## config.mk

```make
export PLATFORM = sky130hd
export DESIGN_NAME = data_mem_responder_flat
export DESIGN_NICKNAME = d
export VERILOG_FILES = /design/src/rtl/data_mem_responder_if.sv /design/src/rtl/data_mem_responder.sv /design/src/flat_wrapper.sv
export SDC_FILE = /design/constraint.sdc
export NUM_CORES = 2
export LEC_CHECK = 0
export ABC_CLOCK_PERIOD_IN_PS = 3800
export BUFFER_PORTS_ARGS = -buffer_cell sky130_fd_sc_hd__buf_4
export CAP_MARGIN = 20
export CORE_MARGIN = 2
export CORE_UTILIZATION = 49
export DETAILED_ROUTE_END_ITERATION = 8
export HOLD_SLACK_MARGIN = 0.05
export PLACE_DENSITY = 0.68
export SKIP_LAST_GASP = 1
export SYNTH_ARGS = -nofsm -noshare
export SYNTH_HDL_FRONTEND = slang
export SYNTH_SLANG_ARGS = --single-unit
```

## constraint.sdc

```tcl
create_clock -name clk -period 3.8 [get_ports clk]
set_clock_uncertainty 0.05 [all_clocks]
set_input_delay 0.57 -clock clk [delete_from_list [all_inputs] [get_ports clk]]
set_output_delay 0.57 -clock clk [all_outputs]
set_load 0.01 [all_outputs]
```

## src/rtl/data_mem_responder_if.sv

```systemverilog
// Core-to-responder data-memory bus: strobes, byte address and store data towards the responder,
// and combinational load data back to the core.
interface data_mem_responder_if #(
  parameter int DATA_WIDTH = 32
);
  logic                  MemRead;
  logic                  MemWrite;
  logic [DATA_WIDTH-1:0] RWAddress;
  logic [DATA_WIDTH-1:0] WriteData;
  logic [DATA_WIDTH-1:0] MemData;

  modport master (output MemRead, MemWrite, RWAddress, WriteData, input MemData);
  modport slave  (input MemRead, MemWrite, RWAddress, WriteData, output MemData);
endinterface

```

## src/rtl/data_mem_responder.sv

```systemverilog
// Data-memory responder: word-addressed RAM plus an MMIO bank holding GPIO out, synchronised GPIO in,
// sticky clear-on-read rising-edge flags and a free-running cycle counter. Bad accesses set a sticky err.
module data_mem_responder #(
  parameter int                    DATA_WIDTH = 32,
  parameter int                    DEPTH      = 64,
  parameter logic [DATA_WIDTH-1:0] DATA_BASE  = 32'h1001_0000,
  parameter logic [DATA_WIDTH-1:0] IO_BASE    = 32'h1001_0400,
  parameter int                    GPIO_W     = 8
) (
  input  logic                  clk,
  input  logic                  rst,
  data_mem_responder_if.slave   bus,
  input  logic [GPIO_W-1:0]     gpio_in,
  output logic [GPIO_W-1:0]     gpio_out,
  output logic                  err
);
  localparam int                    IDX_W     = $clog2(DEPTH);
  localparam logic [DATA_WIDTH-1:0] RAM_BYTES = DATA_WIDTH'(DEPTH * 4);
  localparam logic [DATA_WIDTH-1:0] IO_BYTES  = DATA_WIDTH'(32'd16);
  localparam logic [DATA_WIDTH-1:0] CNT_ONE   = DATA_WIDTH'(1'b1);

  logic [DATA_WIDTH-1:0] ram_r [DEPTH];
  logic [GPIO_W-1:0]     sync1_r, sync2_r, prev_r, edge_r, gpio_out_r;
  logic [DATA_WIDTH-1:0] cnt_r;
  logic                  err_r;

  logic [DATA_WIDTH-1:0] ram_off_s, io_off_s, rd_data_s;
  logic                  ram_hit_s, io_hit_s, valid_s, rd_ok_s, wr_ok_s;
  logic [IDX_W-1:0]      ram_idx_s;
  logic [1:0]            io_sel_s;
  logic [GPIO_W-1:0]     rise_s;

  // Address decode; offsets wrap below the base so one unsigned compare bounds each window.
  always_comb begin
    ram_off_s = bus.RWAddress - DATA_BASE;
    io_off_s  = bus.RWAddress - IO_BASE;
    ram_hit_s = (ram_off_s < RAM_BYTES);
    io_hit_s  = (io_off_s < IO_BYTES);
    valid_s   = (bus.RWAddress[1:0] == 2'b00) && (ram_hit_s || io_hit_s) &&
                !(bus.MemRead && bus.MemWrite);
    rd_ok_s   = bus.MemRead && valid_s;
    wr_ok_s   = bus.MemWrite && valid_s;
    ram_idx_s = ram_off_s[IDX_W+1:2];
    io_sel_s  = io_off_s[3:2];
    rise_s    = sync2_r & ~prev_r;
  end

  // Load data mux: RAM read is asynchronous, so a same-cycle store is not yet visible.
  always_comb begin
    rd_data_s = '0;
    if (rd_ok_s && ram_hit_s) begin
      rd_data_s = ram_r[ram_idx_s];
    end else if (rd_ok_s) begin
      case (io_sel_s)
        2'd0:    rd_data_s = DATA_WIDTH'(gpio_out_r);
        2'd1:    rd_data_s = DATA_WIDTH'(sync2_r);
        2'd2:    rd_data_s = DATA_WIDTH'(edge_r);
        2'd3:    rd_data_s = cnt_r;
        default: rd_data_s = '0;
      endcase
    end else begin
      rd_data_s = '0;
    end
  end

  assign bus.MemData = rd_data_s;

  // RAM array keeps its contents across reset; stores are suppressed while reset is held.
  always_ff @(posedge clk) begin
    if (rst && wr_ok_s && ram_hit_s) begin
      ram_r[ram_idx_s] <= bus.WriteData;
    end
  end

  // MMIO registers, GPIO synchroniser, edge flags, cycle counter and error flag.
  always_ff @(posedge clk or negedge rst) begin
    if (!rst) begin
      sync1_r    <= '0;
      sync2_r    <= '0;
      prev_r     <= '0;
      edge_r     <= '0;
      gpio_out_r <= '0;
      cnt_r      <= '0;
      err_r      <= 1'b0;
    end else begin
      sync1_r <= gpio_in;
      sync2_r <= sync1_r;
      prev_r  <= sync2_r;
      // A flag rising in the clearing cycle must survive the clear.
      if (rd_ok_s && io_hit_s && (io_sel_s == 2'd2)) begin
        edge_r <= rise_s;
      end else begin
        edge_r <= edge_r | rise_s;
      end
      if (wr_ok_s && io_hit_s && (io_sel_s == 2'd0)) begin
        gpio_out_r <= bus.WriteData[GPIO_W-1:0];
      end else begin
        gpio_out_r <= gpio_out_r;
      end
      if (wr_ok_s && io_hit_s && (io_sel_s == 2'd3)) begin
        cnt_r <= bus.WriteData;
      end else begin
        cnt_r <= cnt_r + CNT_ONE;
      end
      if ((bus.MemRead || bus.MemWrite) && !valid_s) begin
        err_r <= 1'b1;
      end else begin
        err_r <= err_r;
      end
    end
  end

  assign gpio_out = gpio_out_r;
  assign err      = err_r;
endmodule

```

## src/flat_wrapper.sv

```systemverilog
// flat-port wrapper written by rule: the top's interface ports become plain ports
module data_mem_responder_flat 
#(
  parameter int                    DATA_WIDTH = 32,
  parameter int                    DEPTH      = 64,
  parameter logic [DATA_WIDTH-1:0] DATA_BASE  = 32'h1001_0000,
  parameter logic [DATA_WIDTH-1:0] IO_BASE    = 32'h1001_0400,
  parameter int                    GPIO_W     = 8
)
  (clk, rst, gpio_in, gpio_out, err, bus_MemRead, bus_MemWrite, bus_RWAddress, bus_WriteData, bus_MemData);
  data_mem_responder_if #(.DATA_WIDTH(DATA_WIDTH)) bus_i ();
  input  logic clk;
  input  logic rst;
  input  logic [GPIO_W-1:0] gpio_in;
  output logic [GPIO_W-1:0] gpio_out;
  output logic err;
  input wire logic [$bits(bus_i.MemRead)-1:0] bus_MemRead;
  input wire logic [$bits(bus_i.MemWrite)-1:0] bus_MemWrite;
  input wire logic [$bits(bus_i.RWAddress)-1:0] bus_RWAddress;
  input wire logic [$bits(bus_i.WriteData)-1:0] bus_WriteData;
  output wire logic [$bits(bus_i.MemData)-1:0] bus_MemData;
  assign bus_i.MemRead = bus_MemRead;
  assign bus_i.MemWrite = bus_MemWrite;
  assign bus_i.RWAddress = bus_RWAddress;
  assign bus_i.WriteData = bus_WriteData;
  assign bus_MemData = bus_i.MemData;
  data_mem_responder #(.DATA_WIDTH(DATA_WIDTH), .DEPTH(DEPTH), .DATA_BASE(DATA_BASE), .IO_BASE(IO_BASE), .GPIO_W(GPIO_W)) u_core (.clk(clk), .rst(rst), .bus(bus_i), .gpio_in(gpio_in), .gpio_out(gpio_out), .err(err));
endmodule
```

# After elaboration in Yosys (flattened, before gate mapping)
# Memories as Yosys holds them, arrays and structs flattened.
# Cells that the tools add are included.
# classes
add_sub_neg,3
n_lt_le_gt_ge,2
n_eq_ne,3
n_mux,7
bitwise_logic,3
reduce_logical,20
# op_table
cell,n
case mux 32 bit (4 select lines),1
two-way mux 32 bit,3
"subtractor 32 x 29 -> 32 bit, second input constant",2
"adder 32 x 1 -> 32 bit, second input constant",1
"less-than comparator 32 x 5 -> 1 bit, second input constant",1
"less-than comparator 32 x 9 -> 1 bit, second input constant",1
logical AND 1 bit,14
bitwise AND 8 bit,1
two-way mux 8 bit,1
inverter 8 bit,1
bitwise OR 8 bit,1
"== test 2 bit, second input constant",2
zero test 2 bit,2
"== test 2 x 1 -> 1 bit, second input constant",1
zero test 1 bit,2
logical OR 1 bit,2
two-way mux 1 bit,2
# word_totals
regBits,73
ramBits,2048
input_bits,76
wordCells,46
mem_count,1
# memory_table
name,words,word_bits,rd,rd_clocked_by_memory_dff,write_ports,line,text
u_core.ram_r,64,32,1,0,1,data_mem_responder.sv:22,logic [DATA_WIDTH-1:0] ram_r [DEPTH];

# Longest topological paths before layout
# logic_depth
ltp_word,10
depth_mapped,11

# Worst setup path after synthesis
# No wires, ideal clock.
# synth_timing
path_kind,input-to-reg
start,input port bus_RWAddress[20]
end,"memory u_core.ram_r[11][0], enable pin"
setup_time_ns,0.421
arrival_time_ns,3.875
slack_ns,-0.546
path_stages,9
path_buffers,3
cell_sequence,or4_1 > buf_2 > or4_1 > nand3b_1 > and4_1 > buf_4 > buf_12 > nand4b_4 > nor2_1
# synth_between
elab_chain_len,10
elab_cells_between_ends,12
# synth_lines
item,line,text
start: declaration,flat_wrapper.sv:19,input wire logic [$bits(bus_i.RWAddress)-1:0] bus_RWAddress;
"subtractor 32 x 29 -> 32 bit, on equally long branches","data_mem_responder.sv:35, data_mem_responder.sv:36",
less-than comparator 32 x 9 -> 1 bit or less-than comparator 32 x 5 -> 1 bit (tied branches),"data_mem_responder.sv:37, data_mem_responder.sv:38",
logical OR 1 bit,data_mem_responder.sv:39,valid_s = (bus.RWAddress[1:0] == 2'b00) && (ram_hit_s || io_hit_s) &&
logical AND 1 bit (2 in series),data_mem_responder.sv:39,
logical AND 1 bit,data_mem_responder.sv:42,wr_ok_s = bus.MemWrite && valid_s;
logical AND 1 bit,data_mem_responder.sv:70,if (rst && wr_ok_s && ram_hit_s) begin
logical AND 1 bit *,data_mem_responder.sv:70,
two-way mux 1 bit *,data_mem_responder.sv:70,
two-way mux 1 bit (implied by the code) *,data_mem_responder.sv:71,ram_r[ram_idx_s] <= bus.WriteData;
end: declaration,data_mem_responder.sv:22,
# Mark *: on every way between the ends. The rest lies on a longest branch, timed or not.

# Worst setup path after layout
# layout_timing
start,input port bus_RWAddress[2]
end,output port bus_MemData[23]
# layout_between
elab_chain_len,8
elab_cells_between_ends,17
# layout_lines
item,line,text
"subtractor 32 x 29 -> 32 bit, on equally long branches","data_mem_responder.sv:35, data_mem_responder.sv:36",
less-than comparator 32 x 9 -> 1 bit or less-than comparator 32 x 5 -> 1 bit (tied branches),"data_mem_responder.sv:37, data_mem_responder.sv:38",
logical OR 1 bit,data_mem_responder.sv:39,
logical AND 1 bit (2 in series),data_mem_responder.sv:39,
logical AND 1 bit,data_mem_responder.sv:41,rd_ok_s = bus.MemRead && valid_s;
two-way mux 32 bit or logical AND 1 bit (tied branches),"data_mem_responder.sv:53, data_mem_responder.sv:51",
two-way mux 32 bit *,data_mem_responder.sv:51,if (rd_ok_s && ram_hit_s) begin
end: declaration,flat_wrapper.sv:21,output wire logic [$bits(bus_i.MemData)-1:0] bus_MemData;
# Marked as above.

==> impl_metrics.toml <==
[outcome]
outcome = "finished, violations left"
violations = "negative setup slack"

[synth]
synth_top_area_share = 0.7494
synth_top_family_by_area = "multiplexers"
synthXorXnorAreaFrac = 0.003415
synth-simple-area-share = 0.02275
synth_common_cells = "2,048 x edfxtp_1, 506 x mux4_2, 132 x mux2i_1"
synth-async-reset-ratio = 0.03442
seq_area_frac_synth = 0.7716
syn_area_per_cell_um2 = 22.07
synth.most_common_cell = "edfxtp_1"
synthMuxAreaShare = 0.1626
yosys_most_used_dff = "edfxtp_1"
yosysWarnings = 0
synth_cell_types = 72
yosysTopAreaCell = "edfxtp_1"
synth_enable_flop_cells = 2048
synthTopCellsByArea = "edfxtp_1 75%, mux4_2 14%, dfrtp_1 2.2%"
synth_compound_gate_area_share = 0.02695
ys_seq_elements = 2121
syn-num-nets = 3796
netlist_instances = 3719
synth_adder_area_share = 0.0001525
synth_area_um2 = 82070

[clock_tree]
insertion_delay_ns = 0.83
path_clk_slew_ns = 0.06
cts_buffer_depth = 3
cts_root_buffer = "clkbuf_16"
cts-buffers-inserted = 208
htreeDepth = 4
cts_tree = "built"
cts_sinks = 2121

[critical_path]
cp_num_buf_inv = 4
cp_slowest_cell = "mux4_2"
worstPathArrival_ns = 3.22
crit_fanout = 12
cp-start-kind = "primary input"
cp-startpoint = "bus_RWAddress[2]"
crit_family = "compound AO/OA/AOI/OAI gates"
crit_path_max_incr_delay_ns = 0.60
path_cells = "buf_16, buf_12, bufbuf_16, mux4_2, a22oi_1, nand4_1, o21a_1, o21ai_0, a21oi_1, buf_4"
r2r_slack_ns = 1.34
path_class = "in2out"
cp.required_ns = 3.18
r2r_cells = 7
rr_startpoint = "u_core.cnt_r[6]"
critPathCaptureType = "primary output"
r2r_end = "u_core.cnt_r[31]"

[timing]
min_period_over_period = 1.010
setup_violations = 3
setup_ws_ns = -0.03873
tightest_slew_ns = 0.9064
report.final.slew_viol_count = 0
hold_slack_ns = 0.2599
clock.fmax_mhz = 260.5
relSlewSlack = 0.3957
period_needed_ns = 3.839
rsz0062_at_grt = "yes"
hold_viol = 0

[placement]
place_ws_ns = -0.3760
place_hpwl_um = 146700
gp_congestion = 0.8813
portBuffers = 116
dpl_cell_area_um2 = 91340

[floorplan]
dieArea_um2 = 170800
boundaryPins = 117
start_util = 0.4919
die_height_um = 413.3
die_width_um = 413.3
design.core.area_um2 = 166800
rows = 150

[grt]
use_met3 = 0.06422
grt_overflow_total = 0
grt_pass1_vias = 42680
grt-busiest-layer = "met2"
grt_use_total = 0.2735
grt_antenna_before_repair = 17
grt_util_met2 = 0.4296
gr-usage-met1 = 0.3836
grt_pass1_wl_um = 323600
grt_max_degree = 67

[layout]
n_fill_cell = 11540
nNetsFinal = 4460
postLayoutCellArea_um2 = 99060
drive_gt1_frac = 0.3661
syn_to_final_growth_pct = 20.71
postLayoutCoreUtil = 0.5937

[detailed_routing]
drt-pass1-iter-count = 5
drc = 0
routed_via_density = 6.424
via_count = 43490
drtIter0Drc = 6731
post_drt_wl_per_cell_um = 34.39
wirelength_um = 232800
antenna_left = 0

[pwr]
p_per_area_nw_per_um2 = 486.4
finalPower_mw = 48.18
p_leak_nw = 32.30
irDropWorstVdd_uv = 495.5

[run]
maxCapViolations = 0

[hold_path]
min_from = "bus_WriteData[6]"
holdPathStages = 1
hold_path.class = "in2reg"
whs_endpoint = "u_core.ram_r[49][6]"
area by class of cell:
| cell class | instances | area, um2 | share of cell area |
|---|---|---|---|
| sequential | 2121 | 63330 | 0.6393 |
| antenna | 4 | 10.01 | 0.0001010 |
| clock inverter | 121 | 1070 | 0.01080 |
| inverter | 15 | 56.30 | 0.0005684 |
| timing repair buffer | 662 | 7496 | 0.07567 |
| multi-input combinational | 1375 | 18830 | 0.1900 |
| clock buffer | 267 | 5519 | 0.05571 |
| tap | 2204 | 2758 | 0.02784 |
where the power goes:
part | switching (mW) | internal, mW | total [mW]
Clock | 8.76 | 11.1 | 19.9
Sequential | 0.00846 | 25.6 | 25.6
Combinational | 1.56 | 1.10 | 2.66
cells by family after synthesis:
logic type	after synthesis
AOI/OAI and AO/OA	308
xor gates and xnor gates	32
adders and majority gates	1
buffers and inverters	223
DFF	2121
muxes	694
and+or+nand+nor	340
state kept, by name, summed over array words and instances (netlist names):
| signal | count |
|---|---|
| u_core.edge_r | 8 |
| u_core.gpio_out | 8 |
| u_core.prev_r | 8 |
| u_core.sync1_r | 8 |
| u_core.ram_r | 2048 |
| u_core.err | 1 |
| u_core.sync2_r | 8 |
| u_core.cnt_r | 32 |
worst max path at each step:
stage,to,slack [ns],depth (start not counted)
floorplan,u_core.ram_r[0][0],-0.53,9
global placement,bus_MemData[0],-0.33,12
detailed placement,bus_MemData[0],-0.38,12
CTS,bus_MemData[19],-0.08,7
global route,bus_MemData[19],-0.12,7
finish,bus_MemData[23],-0.04,10
layout by cell type, fill, tap and decap left out, types with 10 or more instances in the layout:
cell,netlist,routed
clkinv_2,0,33
mux2i_1,132,127
mux4_2,506,506
clkinv_1,0,50
nor4_1,20,12
a22o_1,33,33
nand2_1,48,48
a221oi_1,20,13
o22ai_1,56,48
o2bb2ai_1,17,14
a21oi_1,45,34
a22oi_1,66,66
dlygate4sd3_1,0,12
mux2_2,56,56
nor2_1,99,33
nand4_1,11,11
xnor2_1,17,17
and3_1,12,12
buf_6,1,16
clkbuf_1,91,52
bufinv_16,0,12
nor2b_1,20,12
a21oi_2,1,10
nor2_4,0,66
nor3_1,39,33
buf_12,1,171
buf_4,20,447
nand3_1,26,26
dfrtp_1,73,73
inv_1,15,15
edfxtp_1,2048,2048
clkbuf_16,0,213
xor2_1,15,15
metal layers:
metal | vias up | routed length, um | part of all wire
li1 | 17170 | - | -
met1 | 23160 | 87280 | 0.37
met2 | 2732 | 110600 | 0.47
met3 | 415 | 27030 | 0.12
met4 | 6 | 7874 | 0.034
met5 | - | 38 | 0.00016
through the flow:
stage / cells / setup TNS (ns)
2_1_floorplan: 3719 / -671.95
3_3_place_gp: 6340 / -2.131
3_5_place_dp: 6340 / -3.452
4_1_cts: 6745 / -0.3053
5_1_grt: 6766 / -0.4174
6_report: 6769 / -0.08241
timing repair:
item / CTS / global route
pin swaps: 11 / 12
gates cloned: 2 / 3
setup buffers: 6 / 18
gates resized for setup: 79 / 59
hold endpoints to repair: 31 / 0
endpoints found under the setup margin: 28 / 32
hold buffers: 12 / 0
Note: power is estimated with default switching activity, not from simulation.
